===== src/rtl/i2s_clk_gen_pkg.sv =====
// Shared types and helpers for the I2S/TDM bit-clock and frame-timing generator.
// The config struct uses fixed widths wide enough for any legal DIV_W (<= 16) and CH_MAX (<= 16).
package i2s_clk_gen_pkg;

    localparam int CFG_DIV_W   = 16;
    localparam int CFG_SLOTS_W = 5;

    localparam logic [5:0] MIN_SLOT_BITS = 6'd8;
    localparam logic [5:0] MAX_SLOT_BITS = 6'd32;

    typedef enum logic [1:0] {
        IDLE,
        RUN,
        STOP
    } clkgen_state_t;

    typedef struct packed {
        logic [CFG_DIV_W-1:0]   div;
        logic [5:0]             slot_bits;
        logic [CFG_SLOTS_W-1:0] slots;
    } clkgen_cfg_t;

    // Force an offered config into the range the timing counters can run.
    function automatic clkgen_cfg_t clamp_cfg(input clkgen_cfg_t raw,
                                              input logic [CFG_SLOTS_W-1:0] ch_max);
        clkgen_cfg_t c;
        c = raw;
        if (raw.div == '0)
            c.div = CFG_DIV_W'(1);
        if (raw.slot_bits < MIN_SLOT_BITS)
            c.slot_bits = MIN_SLOT_BITS;
        else if (raw.slot_bits > MAX_SLOT_BITS)
            c.slot_bits = MAX_SLOT_BITS;
        if (raw.slots < CFG_SLOTS_W'(2))
            c.slots = CFG_SLOTS_W'(2);
        else if (raw.slots > ch_max)
            c.slots = ch_max;
        else if (raw.slots[0])
            c.slots = raw.slots + CFG_SLOTS_W'(1);
        return c;
    endfunction

endpackage


===== src/rtl/i2s_clk_gen_if.sv =====
// Config handshake and timing outputs of i2s_clk_gen; mclk/rst_ stay plain ports.
interface i2s_clk_gen_if #(
    parameter int DIV_W  = 8,
    parameter int CH_MAX = 8
);
    localparam int CH_W = $clog2(CH_MAX) + 1;

    logic             en;
    logic             cfg_valid;
    logic             cfg_ready;
    logic [DIV_W-1:0] cfg_div;
    logic [5:0]       cfg_slot_bits;
    logic [CH_W-1:0]  cfg_slots;
    logic             sclk;
    logic             ws;
    logic             sclk_rise;
    logic             sclk_fall;
    logic             frame_start;
    logic [CH_W-1:0]  slot_idx;
    logic [4:0]       bit_idx;
    logic             busy;

    modport master (
        output en, cfg_valid, cfg_div, cfg_slot_bits, cfg_slots,
        input  cfg_ready, sclk, ws, sclk_rise, sclk_fall, frame_start,
               slot_idx, bit_idx, busy
    );

    modport slave (
        input  en, cfg_valid, cfg_div, cfg_slot_bits, cfg_slots,
        output cfg_ready, sclk, ws, sclk_rise, sclk_fall, frame_start,
               slot_idx, bit_idx, busy
    );

endinterface


===== src/rtl/i2s_clk_gen_cfg_shadow.sv =====
// Config shadow register: clamps and holds one accepted config until the
// generator signals a safe point (idle or frame start) to make it active.
module clkgen_cfg_shadow
    import i2s_clk_gen_pkg::*;
#(
    parameter int CH_MAX        = 8,
    parameter int DEF_DIV       = 4,
    parameter int DEF_SLOT_BITS = 32,
    parameter int DEF_SLOTS     = 2
) (
    input  logic        mclk,
    input  logic        rst_,
    input  logic        cfg_valid,
    input  clkgen_cfg_t cfg_raw,
    input  logic        apply,
    output clkgen_cfg_t active,
    output logic        cfg_ready
);

    localparam clkgen_cfg_t DEF_CFG = '{
        div:       CFG_DIV_W'(DEF_DIV),
        slot_bits: 6'(DEF_SLOT_BITS),
        slots:     CFG_SLOTS_W'(DEF_SLOTS)
    };

    clkgen_cfg_t shadow;
    logic        pending;

    // Accept and apply are exclusive: a new offer is only taken when nothing is pending.
    // NOTE: non-blocking assignments so every register samples pre-edge values.
    always_ff @(posedge mclk or negedge rst_) begin
        if (!rst_) begin
            active  <= DEF_CFG;
            shadow  <= DEF_CFG;
            pending <= 1'b0;
        end else if (apply && pending) begin
            active  <= shadow;
            pending <= 1'b0;
        end else if (cfg_valid && !pending) begin
            shadow  <= clamp_cfg(cfg_raw, CFG_SLOTS_W'(CH_MAX));
            pending <= 1'b1;
        end
    end

    assign cfg_ready = !pending;

endmodule


===== src/rtl/i2s_clk_gen.sv =====
// I2S/TDM bit-clock and frame-timing generator with frame-boundary config updates.
// Define I2S_CLK_GEN_DSP_WS_EN for a one-bit frame-sync ws instead of the half-frame ws.
module i2s_clk_gen
    import i2s_clk_gen_pkg::*;
#(
    parameter int DIV_W         = 8,
    parameter int CH_MAX        = 8,
    parameter int DEF_DIV       = 4,
    parameter int DEF_SLOT_BITS = 32,
    parameter int DEF_SLOTS     = 2
) (
    input logic          mclk,
    input logic          rst_,
    i2s_clk_gen_if.slave bus
);

    localparam int CH_W = $clog2(CH_MAX) + 1;

    clkgen_state_t    state, state_nx;
    logic [DIV_W-1:0] hc, hc_nx;
    logic             sclk, sclk_nx;
    logic             ws, ws_nx;
    logic             sclk_rise, rise_nx;
    logic             sclk_fall, fall_nx;
    logic             frame_start, fs_nx;
    logic [4:0]       bit_idx, bit_nx;
    logic [CH_W-1:0]  slot_idx, slot_nx;

    clkgen_cfg_t cfg_raw, active;
    logic        apply, tick, last_bit, last_slot;

    assign cfg_raw = '{
        div:       CFG_DIV_W'(bus.cfg_div),
        slot_bits: bus.cfg_slot_bits,
        slots:     CFG_SLOTS_W'(bus.cfg_slots)
    };

    // A pending config is applied while idle or on the edge that opens a new frame.
    assign apply = (state == IDLE) || fs_nx;

    clkgen_cfg_shadow #(
        .CH_MAX        (CH_MAX),
        .DEF_DIV       (DEF_DIV),
        .DEF_SLOT_BITS (DEF_SLOT_BITS),
        .DEF_SLOTS     (DEF_SLOTS)
    ) u_shadow (
        .mclk      (mclk),
        .rst_      (rst_),
        .cfg_valid (bus.cfg_valid),
        .cfg_raw   (cfg_raw),
        .apply     (apply),
        .active    (active),
        .cfg_ready (bus.cfg_ready)
    );

    assign tick      = (CFG_DIV_W'(hc) == active.div - CFG_DIV_W'(1));
    assign last_bit  = (6'(bit_idx) == active.slot_bits - 6'd1);
    assign last_slot = (CFG_SLOTS_W'(slot_idx) == active.slots - CFG_SLOTS_W'(1));

    // NOTE: every variable gets a default first so this block stays purely combinational.
    always_comb begin
        state_nx = state;
        hc_nx    = hc;
        sclk_nx  = sclk;
        ws_nx    = ws;
        bit_nx   = bit_idx;
        slot_nx  = slot_idx;
        rise_nx  = 1'b0;
        fall_nx  = 1'b0;
        fs_nx    = 1'b0;

        unique case (state)
            IDLE: begin
                if (bus.en) begin
                    state_nx = RUN;
                    hc_nx    = '0;
                    sclk_nx  = 1'b0;
                    ws_nx    = 1'b0;
                    bit_nx   = '0;
                    slot_nx  = '0;
                    fs_nx    = 1'b1;
                end
            end
            default: begin
                if (state == RUN && !bus.en)
                    state_nx = STOP;
                else if (state == STOP && bus.en)
                    state_nx = RUN;

                if (!tick) begin
                    hc_nx = hc + DIV_W'(1);
                end else begin
                    hc_nx   = '0;
                    sclk_nx = !sclk;
                    rise_nx = !sclk;
                    fall_nx = sclk;
                    // Position advances only on the falling half of the bit clock.
                    if (sclk) begin
                        if (last_bit) begin
                            bit_nx  = '0;
                            slot_nx = last_slot ? '0 : slot_idx + CH_W'(1);
                        end else begin
                            bit_nx = bit_idx + 5'd1;
                        end
`ifdef I2S_CLK_GEN_DSP_WS_EN
                        ws_nx = (CFG_SLOTS_W'(slot_nx) == active.slots - CFG_SLOTS_W'(1)) &&
                                (6'(bit_nx) == active.slot_bits - 6'd1);
`else
                        ws_nx = (CFG_SLOTS_W'(slot_nx) >= (active.slots >> 1));
`endif
                        if (last_bit && last_slot) begin
                            if (state == STOP && !bus.en)
                                state_nx = IDLE;
                            else
                                fs_nx = 1'b1;
                        end
                    end
                end
            end
        endcase
    end

    always_ff @(posedge mclk or negedge rst_) begin
        if (!rst_) begin
            state       <= IDLE;
            hc          <= '0;
            sclk        <= 1'b0;
            ws          <= 1'b0;
            sclk_rise   <= 1'b0;
            sclk_fall   <= 1'b0;
            frame_start <= 1'b0;
            bit_idx     <= '0;
            slot_idx    <= '0;
        end else begin
            state       <= state_nx;
            hc          <= hc_nx;
            sclk        <= sclk_nx;
            ws          <= ws_nx;
            sclk_rise   <= rise_nx;
            sclk_fall   <= fall_nx;
            frame_start <= fs_nx;
            bit_idx     <= bit_nx;
            slot_idx    <= slot_nx;
        end
    end

    assign bus.sclk        = sclk;
    assign bus.ws          = ws;
    assign bus.sclk_rise   = sclk_rise;
    assign bus.sclk_fall   = sclk_fall;
    assign bus.frame_start = frame_start;
    assign bus.bit_idx     = bit_idx;
    assign bus.slot_idx    = slot_idx;
    assign bus.busy        = (state != IDLE);

endmodule


===== src/flat_wrapper.sv =====
// flat-port wrapper written by rule: the top's interface ports become plain ports
module i2s_clk_gen_flat import i2s_clk_gen_pkg::*;
#(
    parameter int DIV_W         = 8,
    parameter int CH_MAX        = 8,
    parameter int DEF_DIV       = 4,
    parameter int DEF_SLOT_BITS = 32,
    parameter int DEF_SLOTS     = 2
)
  (mclk, rst_, bus_en, bus_cfg_valid, bus_cfg_div, bus_cfg_slot_bits, bus_cfg_slots, bus_cfg_ready, bus_sclk, bus_ws, bus_sclk_rise, bus_sclk_fall, bus_frame_start, bus_slot_idx, bus_bit_idx, bus_busy);
  i2s_clk_gen_if #(.DIV_W(DIV_W), .CH_MAX(CH_MAX)) bus_i ();
  input logic mclk;
  input logic rst_;
  input wire logic [$bits(bus_i.en)-1:0] bus_en;
  input wire logic [$bits(bus_i.cfg_valid)-1:0] bus_cfg_valid;
  input wire logic [$bits(bus_i.cfg_div)-1:0] bus_cfg_div;
  input wire logic [$bits(bus_i.cfg_slot_bits)-1:0] bus_cfg_slot_bits;
  input wire logic [$bits(bus_i.cfg_slots)-1:0] bus_cfg_slots;
  output wire logic [$bits(bus_i.cfg_ready)-1:0] bus_cfg_ready;
  output wire logic [$bits(bus_i.sclk)-1:0] bus_sclk;
  output wire logic [$bits(bus_i.ws)-1:0] bus_ws;
  output wire logic [$bits(bus_i.sclk_rise)-1:0] bus_sclk_rise;
  output wire logic [$bits(bus_i.sclk_fall)-1:0] bus_sclk_fall;
  output wire logic [$bits(bus_i.frame_start)-1:0] bus_frame_start;
  output wire logic [$bits(bus_i.slot_idx)-1:0] bus_slot_idx;
  output wire logic [$bits(bus_i.bit_idx)-1:0] bus_bit_idx;
  output wire logic [$bits(bus_i.busy)-1:0] bus_busy;
  assign bus_i.en = bus_en;
  assign bus_i.cfg_valid = bus_cfg_valid;
  assign bus_i.cfg_div = bus_cfg_div;
  assign bus_i.cfg_slot_bits = bus_cfg_slot_bits;
  assign bus_i.cfg_slots = bus_cfg_slots;
  assign bus_cfg_ready = bus_i.cfg_ready;
  assign bus_sclk = bus_i.sclk;
  assign bus_ws = bus_i.ws;
  assign bus_sclk_rise = bus_i.sclk_rise;
  assign bus_sclk_fall = bus_i.sclk_fall;
  assign bus_frame_start = bus_i.frame_start;
  assign bus_slot_idx = bus_i.slot_idx;
  assign bus_bit_idx = bus_i.bit_idx;
  assign bus_busy = bus_i.busy;
  i2s_clk_gen #(.DIV_W(DIV_W), .CH_MAX(CH_MAX), .DEF_DIV(DEF_DIV), .DEF_SLOT_BITS(DEF_SLOT_BITS), .DEF_SLOTS(DEF_SLOTS)) u_core (.mclk(mclk), .rst_(rst_), .bus(bus_i));
endmodule

===== config.mk =====
export PLATFORM = sky130hd
export DESIGN_NAME = i2s_clk_gen_flat
export DESIGN_NICKNAME = d
export VERILOG_FILES = /design/src/rtl/i2s_clk_gen_pkg.sv /design/src/rtl/i2s_clk_gen_if.sv /design/src/rtl/i2s_clk_gen_cfg_shadow.sv /design/src/rtl/i2s_clk_gen.sv /design/src/flat_wrapper.sv
export SDC_FILE = /design/constraint.sdc
export NUM_CORES = 1
export LEC_CHECK = 0
export BUFFER_PORTS_ARGS = -buffer_cell sky130_fd_sc_hd__buf_4
export CAP_MARGIN = 15
export CORE_UTILIZATION = 40
export CTS_BUF_LIST = sky130_fd_sc_hd__clkbuf_16
export DETAILED_ROUTE_END_ITERATION = 12
export GPL_TIMING_DRIVEN = 0
export PLACE_DENSITY = 0.53
export SLEW_MARGIN = 40
export SYNTH_ARGS = -nofsm -noshare
export SYNTH_HDL_FRONTEND = slang
export SYNTH_HIERARCHICAL = 1
export SYNTH_SLANG_ARGS = --single-unit
export TNS_END_PERCENT = 1

===== constraint.sdc =====
create_clock -name mclk -period 7.95 [get_ports mclk]
set_clock_uncertainty 0.2 [all_clocks]
set_input_delay 0.3975 -clock mclk [delete_from_list [all_inputs] [get_ports mclk]]
set_output_delay 0.3975 -clock mclk [all_outputs]
set_load 0.02 [all_outputs]

# Yosys cells after proc, flatten, opt, wreduce, memory -nomap -nowiden
# Cells that the tools add are included.
totals:
  register_bits: 79
  word_cells: 103
  input_bits: 22
classes:
  magnitude_cmp: 5
  n_reduce_logical: 19
  addsub: 7
  muxes: 49
  n_eq_ne: 6
  n_bitwise: 1
ops:
  columns: ["cell", "n"]
  rows:
  - ["5-bit two-way mux", 8]
  - ["4-bit two-way mux", 9]
  - ["8-bit two-way mux", 4]
  - ["1-bit two-way mux", 18]
  - ["8-bit by 16-bit equality test with 1-bit output", 1]
  - ["16-bit logical NOT", 1]
  - ["2-bit two-way mux", 8]
  - ["16-bit by 1-bit subtractor with 16-bit output, second input constant", 1]
  - ["6-bit two-way mux", 2]
  - ["8-bit by 1-bit adder with 8-bit output, second input constant", 1]
  - ["2-bit nonzero test", 4]
  - ["5-bit by 6-bit equality test with 1-bit output", 1]
  - ["6-bit greater-than comparator, second input constant", 1]
  - ["1-bit logical AND", 6]
  - ["6-bit by 4-bit < comparator with 1-bit output, second input constant", 1]
  - ["6-bit by 1-bit subtractor with 6-bit output, second input constant", 1]
  - ["4-bit by 1-bit adder with 5-bit output, second input constant", 1]
  - ["5-bit by 1-bit adder with 5-bit output, second input constant", 1]
  - ["4-bit by 5-bit equality test with 1-bit output", 1]
  - ["5-bit by 1-bit subtractor with 5-bit output, second input constant", 1]
  - ["4-bit by 1-bit adder with 4-bit output, second input constant", 1]
  - ["4-bit >= comparator", 1]
  - ["4-bit greater-than comparator, second input constant", 1]
  - ["4-bit by 2-bit < comparator with 1-bit output, second input constant", 1]
  - ["other kinds (9)", 12]

# Logic depth before layout (Yosys ltp)
# Gate-level depths: netlist (run 1).
logic_depth:
  word_depth: 11
  ltp_mapped: 15
  ltp_nobuf: 14

# Modules after synthesis
# The synthesis (run 1) kept the hierarchy.
modules_own_cells:
  columns: ["module", "cells_each", "n_inst", "area_each_um2"]
  rows:
  - ["clkgen_cfg_shadow", 181, 1, 2105.8]
  - ["i2s_clk_gen", 247, 1, 2049.5]

# Worst setup path after synthesis (run 1)
# Ideal clock, no wire load.
synth_path:
  kind: "reg2reg"
  from: "reg u_core.slot_idx[2] (netlist: u_core/bus.slot_idx[2])"
  to: "reg, netlist name u_core/u_shadow/active[11]"
  path_slack_ns: 4.553
  required_time_ns: 7.622
  stages_incl_launch_ff: 11
  arrival_time_ns: 3.069
  path_cell_list: "dfrtp_1 -> nor2b_1 -> o21ba_2 -> a211o_1 -> a2111oi_2 -> nand2b_1 -> or4_1 -> nand2_1 -> nand2_2 -> buf_2 -> mux2_1"
synth_between:
  elab_chain_cells: 8
synth_rtl:
  columns: ["item", "line_no", "rtl"]
  rows:
  - ["from (decl)", "i2s_clk_gen.sv:27", "logic [CH_W-1:0] slot_idx, slot_nx;"]
  - ["from (signal assigned)", "i2s_clk_gen.sv:143", "slot_idx <= slot_nx;"]
  - ["4-bit by 5-bit equality test with 1-bit output", "i2s_clk_gen.sv:58", "assign last_slot = (CFG_SLOTS_W'(slot_idx) == active.slots - CFG_SLOTS_W'(1));"]
  - ["1-bit logical AND", "i2s_clk_gen.sv:111", "if (last_bit && last_slot) begin"]
  - ["1-bit two-way mux", "i2s_clk_gen.sv:111", null]
  - ["1-bit two-way mux", "i2s_clk_gen.sv:98", "if (sclk) begin"]
  - ["1-bit two-way mux", "i2s_clk_gen.sv:90", "if (!tick) begin"]
  - ["1-bit two-way mux", "i2s_clk_gen.sv:72", "unique case (state)"]
  - ["1-bit logical OR", "i2s_clk_gen.sv:39", "assign apply = (state == IDLE) || fs_nx;"]
  - ["net u_core.apply", "i2s_clk_gen.sv:30", "logic apply, tick, last_bit, last_slot;"]
  - ["1-bit logical AND", "i2s_clk_gen_cfg_shadow.sv:36", "end else if (apply && pending) begin"]
# The timed path passes the listed nets, and every way through them passes these cells.
# A chain may end at the register's enable or synchronous reset.

# Final worst setup path (run 1)
layout_path:
  from: "reg, netlist name u_core/u_shadow/active[11]"
  to: "reg, netlist name u_core/u_shadow/active[11]"
layout_between:
  elab_chain_cells: 6
layout_rtl:
  columns: ["item", "line_no", "rtl"]
  rows:
  - ["16-bit by 1-bit subtractor with 16-bit output", "i2s_clk_gen.sv:56", "assign tick = (CFG_DIV_W'(hc) == active.div - CFG_DIV_W'(1));"]
  - ["8-bit by 16-bit equality test with 1-bit output", "i2s_clk_gen.sv:56", null]
  - ["1-bit two-way mux", "i2s_clk_gen.sv:90", null]
  - ["1-bit two-way mux", "i2s_clk_gen.sv:72", null]
  - ["1-bit logical OR", "i2s_clk_gen.sv:39", null]
  - ["net u_core.apply", "i2s_clk_gen.sv:30", null]
  - ["1-bit logical AND", "i2s_clk_gen_cfg_shadow.sv:36", null]
# The timed path passes the listed nets, and every way through them passes these cells.

==> summary.txt, run 1 <==
Result of the run = complete, no violations
Pwr per Cell Area = 324 mW/mm²
Via count of the first global-routing pass = 3058
Setup total negative slack = 0 ns
Post-synthesis cell area = 0.00416 mm²
Mean area per synthesized cell = 9.71 µm²
Final core occ = 0.506
Top cells by area, synth = sky130_fd_sc_hd__dfrtp_1, sky130_fd_sc_hd__nand2_1, sky130_fd_sc_hd__mux2_1
Remaining Overflow, GRT = 0
Clock-pin slew on the worst setup and hold paths = 0.07 ns
CP cell instances = clkbuf_1, inv_1, ha_1, clkbuf_1, nor2_1, and3_1, a31oi_1, o41ai_1, nand4_1, or4_1, nand2_1, nand2_2, buf_2, mux2_1
Crit path top cell by count = sky130_fd_sc_hd__clkbuf_1
Type of element launching the critical path = flop
Insertion delay to the later sink of the worst-skew pair = 0.34 ns
Clock tree root driver cell = sky130_fd_sc_hd__clkbuf_16
Cell with the most instances after synthesis = sky130_fd_sc_hd__nand2_1
Multi-input logic area = 0.00214 mm²
#FFs+latches synth = 77
Setup repair after global routing missed its margin = no
Transition time at the pin with the least slew margin = 0.746 ns
Max Fclk = 0.246 GHz
Routed vias = 3178
Count of final max-slew check failures = 0
CTS buffer count = 9
Floorplan die width = 104 µm
Gate count after technology mapping = 428
Minimum clock period after layout = 4.07 ns
Deepest level of the CTS H-tree = 3
FFs w/ async S/R, synth = 1.00
Starting utilization of the core area = 0.419
Leakage power summed over all cells = 2.39 nW
Primary flip-flop cell chosen by synthesis mapping = sky130_fd_sc_hd__dfrtp_1
Final WL = 8820 µm
Maximum single-stage delay on the critical path = 0.52 ns
Share of layout cells above drive strength 1 = 0.162
I/O Buffers = 37
Max rail drop VDD = 0.000145 V
Total of warnings raised by yosys = 6
Pin count of the biggest net entering global routing = 78
List of most frequent post-synthesis cells = sky130_fd_sc_hd__nand2_1, sky130_fd_sc_hd__dfrtp_1, sky130_fd_sc_hd__mux2_1
Buffers from clock root to sink, at most = 2
Area growth from synthesis to layout = 20.7%
Final Net Count = 529
Fraction of synthesized cell area taken by the top area cell type = 0.428
TritonCTS clock tree = done
Antenna violations before repair = 0
Total area of sequential cells = 0.00193 mm²
Antenna Nets Post-Route = 0
Endpoint arrival time on the critical path = 4.08 ns
Drt first pass iters = 4
Final clock period utilization by the worst path = 0.512
Worst-case headroom to the max-slew limit = 0.502
Library cells used by synthesis = 57
Highest-delay cell along the critical path = sky130_fd_sc_hd__o41ai_1
Final number of hold-violating endpoints = 0
Largest area contributor in the netlist = sky130_fd_sc_hd__dfrtp_1
DRC marker count from the first detailed-route iteration = 62
# clock sinks = 77
Highest fanout seen on the critical path = 10
MaxCap Viol Count = 0
Hold Path Class = input port to flop
Share of the yosys chip area belonging to registers = 0.466
First-pass GRT wire length = 15300 µm
Core area = 0.00991 mm²
Count of fill cells added during filler insertion = 957
Estimated wirelength of the detail-placed design = 6370 µm
Worst Setup Path Type = flop to flop
Setup Viol. Count Final = 0
Crit path capture type = flop
Final estimated routing congestion in global placement = 0.754
Top-Level Pins = 38
# resized after CTS = 0
EDFF count, synth = 0
DRC errors left = 0
Wire length per cell after detailed routing = 13.9 µm
Height of the die = 104 µm
Via density = 5.01
ANT cells = 0
Die Outline Area = 0.0108 mm²
Overall track demand over capacity in global routing = 0.177
Rows = 36
Required arrival time at the worst endpoint = 7.96 ns
[logic make-up (layout without fill, tap and decap cells)]
| kind of cell | Yosys count | after routing | share of synthesized area |
|---|---|---|---|
| compound gates | 60 | 60 | 0.103 |
| xor+xnor | 21 | 21 | 0.0443 |
| fa+ha+maj | 11 | 11 | 0.0331 |
| buf+inv | 33 | 87 | 0.0355 |
| flops | 77 | 77 | 0.466 |
| mux | 34 | 34 | 0.0933 |
| other cells | 2 | 21 | 0.00181 |
| simple gates | 190 | 190 | 0.224 |
[per-layer routing]
metal / vias up / global-route usage / share of wire
met1: 1508 / 0.254 / 0.52
met2: 39 / 0.270 / 0.44
li1: 1619 / - / -
met3: 12 / 0.0301 / 0.023
met5: - / 0 / 0
met4: 0 / 0.0653 / 0.017
[power breakdown]
part	switching, mW	internal (mW)
registers	0.114	0.524
logic	0.288	0.245
clock network	0.174	0.280
total	0.576	1.05
[cell usage in the layout, fill, tap and decap left out, types with 11 or more instances in the layout]
cell type	count
sky130_fd_sc_hd__nand2_1	84
sky130_fd_sc_hd__ha_1	11
sky130_fd_sc_hd__nand3_1	11
sky130_fd_sc_hd__xnor2_1	14
sky130_fd_sc_hd__mux2_1	26
sky130_fd_sc_hd__buf_4	37
sky130_fd_sc_hd__nor2_1	23
sky130_fd_sc_hd__conb_1	21
sky130_fd_sc_hd__dfrtp_1	71
sky130_fd_sc_hd__inv_1	16
[sequential cells by signal, summed over array words and instances, names as in the netlist]
name and flops:
u_core/state 2, u_core/u_shadow/shadow 26, u_core/u_shadow/active 26, u_core/bus.frame_start 1, u_core/bus.sclk_rise 1, u_core/bus.ws 1
u_core/bus.sclk_fall 1, u_core/bus.slot_idx 4, u_core/bus.sclk 1, u_core/hc 8, u_core/u_shadow/pending 1, u_core/bus.bit_idx 5
[layout make-up]
type	instances	area share
Inverter	17	0.0127
Tap cell	133	0.0332
Multi-Input combinational cell	337	0.428
Clock inverter	7	0.0210
Timing Repair Buffer	38	0.0581
Buffer	16	0.0167
Sequential cell	77	0.386
Clock buffer	9	0.0449
[path summary, 6_finish.rpt]
kind	start	slack (ns)	endpoint	depth (start not counted)
worst min-delay path	bus_cfg_slot_bits[5]	0.06	u_core/u_shadow/shadow[8]$_DFFE_PN0P_	2
worst max-delay path	u_core/u_shadow/active[11]$_DFFE_PN0N_	3.88	u_core/u_shadow/active[11]$_DFFE_PN0N_	14
worst min register to register	u_core/u_shadow/shadow[10]$_DFFE_PN1P_	0.26	u_core/u_shadow/shadow[10]$_DFFE_PN1P_	2
min in group asynchronous	rst_	0.46	u_core/hc[3]$_DFFE_PN0P_	2
max in group asynchronous	rst_	6.60	u_core/u_shadow/shadow[6]$_DFFE_PN0P_	2
worst max register to register	u_core/u_shadow/active[11]$_DFFE_PN0N_	3.88	u_core/u_shadow/active[11]$_DFFE_PN0N_	14
[stage by stage]
| stage | std cells | area [µm²] | setup slack (ns) | hold slack (ns) | power (mW) |
|---|---|---|---|---|---|
| after floorplan | 447 | 4230 | 4.55 | -0.0981 | 1.03 |
| after global placement | 617 | 4670 | 3.98 | 0.248 | 1.16 |
| after detailed placement | 617 | 4670 | 3.90 | 0.248 | 1.18 |
| after CTS | 634 | 5010 | 3.86 | 0.0566 | 1.64 |
| after global routing | 634 | 5010 | 3.58 | 0.0566 | 1.75 |
| final | 634 | 5010 | 3.88 | 0.0607 | 1.63 |
[repair_timing]
item | 4_1_cts | 5_1_grt
hold endpoints to repair | 71 | 0
buffers inserted | 0 | 0
hold buffers | 1 | 0
[critical path: cells and delay by family, from the launching register on]
| kind | cells | cell delay, ns |
|---|---|---|
| AND/OR/NAND/NOR | 6 | 1.47 |
| buffers and inverters | 4 | 0.82 |
| AO/OA/AOI/OAI | 2 | 0.56 |
| flip-flops | 1 | 0.35 |
| multiplexers | 1 | 0.33 |
| adder cells (fa/ha/maj) | 1 | 0.19 |
(Power assumes the default switching activity.)
==> inputs of run 2 (changes only) <==
PLACE_DENSITY = 0.56   (was 0.53)
clock period = 3.55 ns   (was 7.95 ns; I/O delays follow)
==> run 2 against run 1 <==
Via count grew 3.3%. Die area is the same. Wire length increased by 1.5%. Combinational power grew to 2.5 times the previous value. Worst setup slack got worse by 3.8 ns. Core utilization is 3.1 points higher. Flip-flop and latch count is the same. Sequential share of layout area shrank 2.2 points. Critical path depth fell by 4. Worst hold slack got worse by 0.049 ns. Clock power up 100%. Clock-buffer cell count did not move. Critical path type unchanged. Critical endpoint is now u_core/u_shadow/active[22]$_DFFE_PN0N_.
==> summary.txt, run 2 (synthesized netlist as in run 1, its figures left out) <==
Result of the run = complete, no violations (unchanged)
CP cell instances = or4_4, o41ai_2, o21ai_1, nor3_2, nand4_1, or4_4, nand2_4, nand2_8, buf_8, mux2_1 (was clkbuf_1, inv_1, ha_1, clkbuf_1, nor2_1, and3_1, a31oi_1, o41ai_1, nand4_1, or4_1, nand2_1, nand2_2, buf_2, mux2_1)
Count of final max-slew check failures = 0 (unchanged)
Final Power = 3.70 mW (was 1.63 mW)
Final clock period utilization by the worst path = 0.967 (was 0.512)
Most common library cell in the layout ignoring fill and taps = sky130_fd_sc_hd__nand2_1 (unchanged)
# clock sinks = 77 (unchanged)
Capture endpoint of the worst hold path = u_core/u_shadow/shadow[1]$_DFFE_PN1P_ (was u_core/u_shadow/shadow[8]$_DFFE_PN0P_)
Final number of hold-violating endpoints = 0 (unchanged)
Wire length per cell after detailed routing = 13.6 µm (was 13.9 µm)
Leakage power summed over all cells = 2.52 nW (was 2.39 nW)
Required arrival time at the worst endpoint = 3.56 ns (was 7.96 ns)
Overall track demand over capacity in global routing = 0.177 (about the same)
TritonCTS clock tree = done (unchanged)
Routed vias = 3282 (was 3178)
Drt first pass iters = 4 (unchanged)
Setup Viol. Count Final = 0 (unchanged)
Floorplan die width = 104 µm (unchanged)
Pwr per Cell Area = 696 mW/mm² (was 324 mW/mm²)
Endpoint arrival time on the critical path = 3.45 ns (was 4.08 ns)
Crit path top cell by count = sky130_fd_sc_hd__or4_4 (was sky130_fd_sc_hd__clkbuf_1)
Final Net Count = 552 (was 529)
Insertion delay to the later sink of the worst-skew pair = 0.33 ns (was 0.34 ns)
Pin count of the biggest net entering global routing = 78 (unchanged)
Antenna violations before repair = 0 (unchanged)
Remaining Overflow, GRT = 0 (unchanged)
Beginning of the worst hold path = bus_cfg_slots[1] (was bus_cfg_slot_bits[5])
Worst R2R End = u_core/u_shadow/active[22]$_DFFE_PN0N_ (was u_core/u_shadow/active[11]$_DFFE_PN0N_)
DRC errors left = 0 (unchanged)
I/O Buffers = 37 (unchanged)
Worst Setup Path Type = flop to flop (unchanged)
Via density = 5.00 (was 5.01)
Highest-delay cell along the critical path = sky130_fd_sc_hd__or4_4 (was sky130_fd_sc_hd__o41ai_1)
Type of element launching the critical path = flop (unchanged)
Family with the most delay on the worst path = simple AND/OR/NAND/NOR gates (unchanged)
Final WL = 8950 µm (was 8820 µm)
Buf/Inv on CP = 1 (was 4)
CTS buffer count = 9 (unchanged)
Share of layout cells above drive strength 1 = 0.187 (was 0.162)
Rows = 36 (unchanged)
Worst-case headroom to the max-slew limit = 0.542 (was 0.502)
Final core occ = 0.537 (was 0.506)
Cells on worst reg2reg path = 10 (was 14)
Worst hold margin = 0.0122 ns (was 0.0607 ns)
WHS Path Cells = 4 (was 2)
ANT cells = 0 (unchanged)
Register-to-register path setup slack = 0.12 ns (was 3.88 ns)
Minimum clock period after layout = 3.43 ns (was 4.07 ns)
Highest fanout seen on the critical path = 10 (unchanged)
Die Outline Area = 0.0108 mm² (unchanged)
Crit path capture type = flop (unchanged)
MaxCap Viol Count = 0 (unchanged)
Top-Level Pins = 38 (unchanged)
Estimated wirelength of the detail-placed design = 6200 µm (was 6370 µm)
Final estimated routing congestion in global placement = 0.755 (was 0.754)
Launch instance of the worst register-to-register path = u_core/u_shadow/active[17]$_DFFE_PN0N_ (was u_core/u_shadow/active[11]$_DFFE_PN0N_)
Height of the die = 104 µm (unchanged)
Buffers from clock root to sink, at most = 2 (unchanged)
Hold Path Class = input port to flop (unchanged)
Core area = 0.00991 mm² (unchanged)
Clock-pin slew on the worst setup and hold paths = 0.06 ns (was 0.07 ns)
Area growth from synthesis to layout = 28.0% (was 20.7%)
Deepest level of the CTS H-tree = 3 (unchanged)
Antenna Nets Post-Route = 0 (unchanged)
First-pass GRT wire length = 15400 µm (was 15300 µm)
Commonest cells after routing, fill and taps aside = sky130_fd_sc_hd__nand2_1, sky130_fd_sc_hd__dfrtp_1, sky130_fd_sc_hd__buf_4 (unchanged)
Starting utilization of the core area = 0.419 (unchanged)
Transition time at the pin with the least slew margin = 0.687 ns (was 0.746 ns)
Maximum single-stage delay on the critical path = 0.60 ns (was 0.52 ns)
Max Fclk = 0.291 GHz (was 0.246 GHz)
Max rail drop VDD = 0.000371 V (was 0.000145 V)
Via count of the first global-routing pass = 3132 (was 3058)
DRC marker count from the first detailed-route iteration = 83 (was 62)
Regs by FF count = u_core/u_shadow/active x26, u_core/u_shadow/shadow x26, u_core/hc x8 (unchanged)
Setup repair after global routing missed its margin = yes (was no)
Clock tree root driver cell = sky130_fd_sc_hd__clkbuf_16 (unchanged)
run 2: timing repair:
item	CTS	global route
endpoints found under the hold margin	91	0
hold buffers	19	0
gates resized for setup	9	18
setup endpoints to repair	26	23
pin swaps	1	6
buffers inserted	1	5
run 2: worst max path at each step:
stage                                                      start  depth (start not counted)  slack, ns                                      to
after floorplan               u_core/bus.slot_idx[2]$_DFFE_PN0P_                         10       0.15  u_core/u_shadow/active[11]$_DFFE_PN0N_
after global placement    u_core/u_shadow/active[11]$_DFFE_PN0N_                         14      -0.44  u_core/u_shadow/active[16]$_DFFE_PN0N_
after detailed placement  u_core/u_shadow/active[11]$_DFFE_PN0N_                         14      -0.46  u_core/u_shadow/active[22]$_DFFE_PN0N_
after CTS                 u_core/u_shadow/active[14]$_DFFE_PN0N_                         11      0.007  u_core/u_shadow/active[22]$_DFFE_PN0N_
after global routing      u_core/u_shadow/active[17]$_DFFE_PN0N_                         10      -0.06  u_core/u_shadow/active[26]$_DFFE_PN0N_
final                     u_core/u_shadow/active[17]$_DFFE_PN0N_                         10       0.12  u_core/u_shadow/active[22]$_DFFE_PN0N_
run 2: layout make-up:
| class | count | area, µm² |
|---|---|---|
| plain buffers | 15 | 101 |
| clock buffers | 9 | 225 |
| clock inverters | 7 | 72.6 |
| fillers | 934 | 4590 |
| inverters | 17 | 63.8 |
| multi-input cells | 337 | 2240 |
| flip-flops and latches | 77 | 1940 |
| well taps | 133 | 166 |
| repair buffers | 62 | 517 |
run 2: worst min-delay path, stage by stage:
cell                      delay, ns
sky130_fd_sc_hd__buf_4         0.10
sky130_fd_sc_hd__nor4_1        0.05
sky130_fd_sc_hd__nor2_1        0.15
sky130_fd_sc_hd__a21oi_2       0.07
run 2: power by group:
group          switching [mW]  total [mW]  internal [mW]
Combinational           0.696        1.35          0.652
Sequential              0.264        1.44           1.17
Clock                   0.369       0.916          0.547
Total                    1.33        3.70           2.37
run 2: routing by layer:
| metal | wire length [µm] | global-route usage |
|---|---|---|
| met1 | 4620 | 0.253 |
| met2 | 4020 | 0.270 |
| met3 | 190 | 0.0345 |
| met4 | 125 | 0.0582 |
| met5 | 0 | 0 |
run 2: through the flow:
step | setup slack, ns | instances | instance area, µm² | setup TNS, ns
after floorplan | 0.153 | 447 | 4230 | 0
after global placement | -0.442 | 617 | 4670 | -9.61
after detailed placement | -0.457 | 617 | 4670 | -9.69
after CTS | 0.00687 | 652 | 5210 | 0
after global routing | -0.0553 | 657 | 5320 | -0.786
final | 0.116 | 657 | 5320 | 0
==> inputs of run 3 (changes only) <==
ABC_AREA = 1   (was default)
CAP_MARGIN = 30   (was 15)
PLACE_DENSITY = 0.55   (was 0.56)
==> run 3 against run 2 <==
Sequential power shrank 30%. Largest cell class unchanged. Synthesized area grew 12%. Critical path type unchanged. Global-route usage grew 0.97 points. Clock power grew 5.2%. Largest power group unchanged. Final area grew 6.7%. Worst setup slack gained 0.25 ns. Critical path depth grew 5. Combinational power shrank 85%.
==> summary.txt, run 3 <==
MaxCap Viol Count = 0 (unchanged)
Leakage power summed over all cells = 2.96 nW (was 2.52 nW)
TritonCTS clock tree = done (unchanged)
Fraction of synthesized cell area taken by the top area cell type = 0.382 (was 0.428)
Worst slack at placement = 0.192 ns (was -0.457 ns)
ANT cells = 0 (unchanged)
Power share of the sequential group = 0.463 (was 0.389)
I/O Buffers = 37 (unchanged)
Wire length per cell after detailed routing = 12.3 µm (was 13.6 µm)
Hold Path Class = input port to flop (unchanged)
Remaining Overflow, GRT = 0 (unchanged)
Area growth from synthesis to layout = 22.0% (was 28.0%)
Required arrival time at the worst endpoint = 3.58 ns (was 3.56 ns)
FFs w/ async S/R, synth = 1.00 (unchanged)
Gate count after technology mapping = 612 (was 428)
Global-route met2 utilization = 0.285 (was 0.270)
Estimated wirelength of the detail-placed design = 7670 µm (was 6200 µm)
Clock tree root driver cell = sky130_fd_sc_hd__clkbuf_16 (unchanged)
Non-filler cells, final = 844 (was 657)
First-pass GRT wire length = 17400 µm (was 15400 µm)
Floorplan die width = 110 µm (was 104 µm)
Mean area per synthesized cell = 7.60 µm² (was 9.71 µm²)
Register-to-register path setup slack = 0.37 ns (was 0.12 ns)
Dpl cells = 809 (was 617)
Worst Setup Path Type = flop to flop (unchanged)
GR Util met3 = 0.0326 (was 0.0345)
Antenna Nets Post-Route = 0 (unchanged)
Total of warnings raised by yosys = 6 (unchanged)
Clk pwr share = 0.442 (was 0.247)
Count of fill cells added during filler insertion = 1140 (was 934)
Endpoint arrival time on the critical path = 3.21 ns (was 3.45 ns)
Share of the yosys chip area belonging to registers = 0.416 (was 0.466)
DRC marker count from the first detailed-route iteration = 198 (was 83)
Count of final max-slew check failures = 0 (unchanged)
#FFs+latches synth = 77 (unchanged)
Setup total negative slack = 0 ns (unchanged)
Share of layout cells above drive strength 1 = 0.164 (was 0.187)
Cell with the most instances after synthesis = sky130_fd_sc_hd__nand2_1 (unchanged)
Smallest setup slack after layout = 0.367 ns (was 0.116 ns)
Post-synthesis cell area = 0.00465 mm² (was 0.00416 mm²)
Met1 usage = 0.269 (was 0.253)
Max Fclk = 0.314 GHz (was 0.291 GHz)
Maximum single-stage delay on the critical path = 0.39 ns (was 0.60 ns)
Minimum clock period after layout = 3.18 ns (was 3.43 ns)
Switching power total = 0.510 mW (was 1.33 mW)
Setup Viol. Count Final = 0 (unchanged)
Antenna violations before repair = 0 (unchanged)
Primary flip-flop cell chosen by synthesis mapping = sky130_fd_sc_hd__dfrtp_1 (unchanged)
Internal power = 1.67 mW (was 2.37 mW)
Launch instance of the worst register-to-register path = u_core/u_shadow/active[11]$_DFFE_PN0N_ (was u_core/u_shadow/active[17]$_DFFE_PN0N_)
Final Net Count = 729 (was 552)
Result of the run = complete, no violations (unchanged)
Height of the die = 110 µm (was 104 µm)
Crit path launch = u_core/u_shadow/active[11]$_DFFE_PN0N_ (was u_core/u_shadow/active[17]$_DFFE_PN0N_)
Library cells used by synthesis = 34 (was 57)
Top-Level Pins = 38 (unchanged)
CP cell instances = inv_1, ha_1, nand2_1, nor2_1, nand2_1, nand2_1, nand2_1, nor2_1, nand2_1, nor2_2, nand3_1, o21ai_1, nand2_2, clkbuf_1, o21ai_0 (was or4_4, o41ai_2, o21ai_1, nor3_2, nand4_1, or4_4, nand2_4, nand2_8, buf_8, mux2_1)
Max rail drop VDD = 0.000243 V (was 0.000371 V)
Type of element launching the critical path = flop (unchanged)
Starting utilization of the core area = 0.409 (was 0.419)
Post-layout instance area = 0.00567 mm² (was 0.00532 mm²)
Switch share = 0.234 (was 0.359)
List of most frequent post-synthesis cells = sky130_fd_sc_hd__nand2_1, sky130_fd_sc_hd__inv_1, sky130_fd_sc_hd__dfrtp_1 (was sky130_fd_sc_hd__nand2_1, sky130_fd_sc_hd__dfrtp_1, sky130_fd_sc_hd__mux2_1)
Final estimated routing congestion in global placement = 0.823 (was 0.755)
Via density = 4.67 (was 5.00)
Logic gate share of total power = 0.095 (was 0.364)
Buffers from clock root to sink, at most = 2 (unchanged)
Highest-delay cell along the critical path = sky130_fd_sc_hd__dfrtp_1 (was sky130_fd_sc_hd__or4_4)
Most common library cell in the layout ignoring fill and taps = sky130_fd_sc_hd__nand2_1 (unchanged)
Final number of hold-violating endpoints = 0 (unchanged)
Core area = 0.0114 mm² (was 0.00991 mm²)
Deepest level of the CTS H-tree = 3 (unchanged)
Final clock period utilization by the worst path = 0.897 (was 0.967)
Standard cell area after detailed placement = 0.00517 mm² (was 0.00467 mm²)
Pwr per Cell Area = 384 mW/mm² (was 696 mW/mm²)
Drt first pass iters = 4 (unchanged)
Highest fanout seen on the critical path = 10 (unchanged)
Final WL = 10400 µm (was 8950 µm)
Worst R2R End = u_core/u_shadow/active[6]$_DFFE_PN0N_ (was u_core/u_shadow/active[22]$_DFFE_PN0N_)
Commonest cells after routing, fill and taps aside = sky130_fd_sc_hd__nand2_1, sky130_fd_sc_hd__inv_1, sky130_fd_sc_hd__dfrtp_1 (was sky130_fd_sc_hd__nand2_1, sky130_fd_sc_hd__dfrtp_1, sky130_fd_sc_hd__buf_4)
GRT busiest layer = met2 (unchanged)
Worst-case headroom to the max-slew limit = 0.528 (was 0.542)
Insertion delay to the later sink of the worst-skew pair = 0.34 ns (was 0.33 ns)
EDFF count, synth = 0 (unchanged)
Via count of the first global-routing pass = 3635 (was 3132)
Overall track demand over capacity in global routing = 0.187 (was 0.177)
Regs by FF count = u_core/u_shadow/active x26, u_core/u_shadow/shadow x26, u_core/hc x8 (unchanged)
Setup repair after global routing missed its margin = no (was yes)
Pin count of the biggest net entering global routing = 78 (unchanged)
DRC errors left = 0 (unchanged)
Clock-pin slew on the worst setup and hold paths = 0.06 ns (about the same)
CTS buffer count = 9 (unchanged)
Routed vias = 3942 (was 3282)
Final Power = 2.18 mW (was 3.70 mW)
Top cells by area, synth = sky130_fd_sc_hd__dfrtp_1, sky130_fd_sc_hd__nand2_1, sky130_fd_sc_hd__inv_1 (was sky130_fd_sc_hd__dfrtp_1, sky130_fd_sc_hd__nand2_1, sky130_fd_sc_hd__mux2_1)
Cells on worst reg2reg path = 15 (was 10)
Rows = 39 (was 36)
Transition time at the pin with the least slew margin = 0.707 ns (was 0.687 ns)
Largest area contributor in the netlist = sky130_fd_sc_hd__dfrtp_1 (unchanged)
# clock sinks = 77 (unchanged)
Die Outline Area = 0.0121 mm² (was 0.0108 mm²)
End of the critical path = u_core/u_shadow/active[6]$_DFFE_PN0N_ (was u_core/u_shadow/active[22]$_DFFE_PN0N_)
Crit path capture type = flop (unchanged)
Crit path top cell by count = sky130_fd_sc_hd__nand2_1 (was sky130_fd_sc_hd__or4_4)
run 3: routing by layer:
layer | part of all wire | routed length, µm
met5 | 0 | 0
met4 | 0.011 | 119
met3 | 0.031 | 322
met2 | 0.45 | 4620
met1 | 0.51 | 5310
run 3: worst max-delay path, delay by kind of cell (launching register included):
kind            cells  cell delay, ns
buf+inv             2            0.38
flops               1            0.39
fa+ha+maj           1            0.26
simple gates       10            1.25
compound gates      2            0.61
run 3: how the worst min path moves through the flow:
stage / from / to / slack, ns / depth (start not counted)
floorplan: rst_ / u_core/bus.bit_idx[0]$_DFFE_PN0P_ / -0.32 / 0
global placement: bus_cfg_div[3] / u_core/u_shadow/shadow[14]$_DFFE_PN0P_ / 0.20 / 3
detailed placement: rst_ / u_core/hc[7]$_DFFE_PN0P_ / 0.07 / 1
CTS: bus_cfg_valid / u_core/u_shadow/shadow[10]$_DFFE_PN1P_ / 0.03 / 4
global route: bus_cfg_valid / u_core/u_shadow/shadow[11]$_DFFE_PN0P_ / 0.05 / 4
finish: bus_cfg_valid / u_core/u_shadow/shadow[10]$_DFFE_PN1P_ / 0.03 / 4
run 3: layout make-up:
cell class | count | area [µm²] | share of cell area
multi-input combinational | 455 | 2370 | 0.418
sequential | 77 | 1930 | 0.341
timing repair buffer | 56 | 472 | 0.0831
inverter | 84 | 315 | 0.0556
clock buffer | 9 | 225 | 0.0397
tap | 143 | 179 | 0.0315
buffer | 13 | 90.1 | 0.0159
clock inverter | 7 | 85.1 | 0.0150
run 3: cells by family after synthesis:
group | count (synthesis) | share of synthesized area
and+or+nand+nor | 326 | 0.317
buffers and inverters | 97 | 0.0872
DFF | 77 | 0.416
AOI/OAI and AO/OA | 63 | 0.0710
xor gates and xnor gates | 27 | 0.0509
adders and majority gates | 11 | 0.0296
muxes | 9 | 0.0266
other | 2 | 0.00162
run 3: power by group through the flow:
stage               Clock, mW  Sequential (mW)  Combinational, mW
CTS                     0.987             1.01              0.209
finish                  0.964             1.01              0.207
global route             1.02             1.02              0.241
global placement            0             1.02              0.185
detailed placement          0             1.03              0.192
floorplan                   0             1.01              0.118
run 3: metrics by stage:
step | hold slack (ns) | util
after CTS | 0.0263 | 0.499
final | 0.0342 | 0.499
after detailed placement | 0.0734 | 0.455
after global routing | 0.0535 | 0.499
after floorplan | -0.318 | -
after global placement | 0.204 | 0.455
run 3: what timing repair did:
| action | 4_1_cts | 5_1_grt |
|---|---|---|
| resized for setup | 0 | 1 |
| setup buffers | 0 | 0 |
| endpoints found under the setup margin | 0 | 20 |
| hold endpoints to repair | 90 | 0 |
| hold buffers | 19 | 0 |
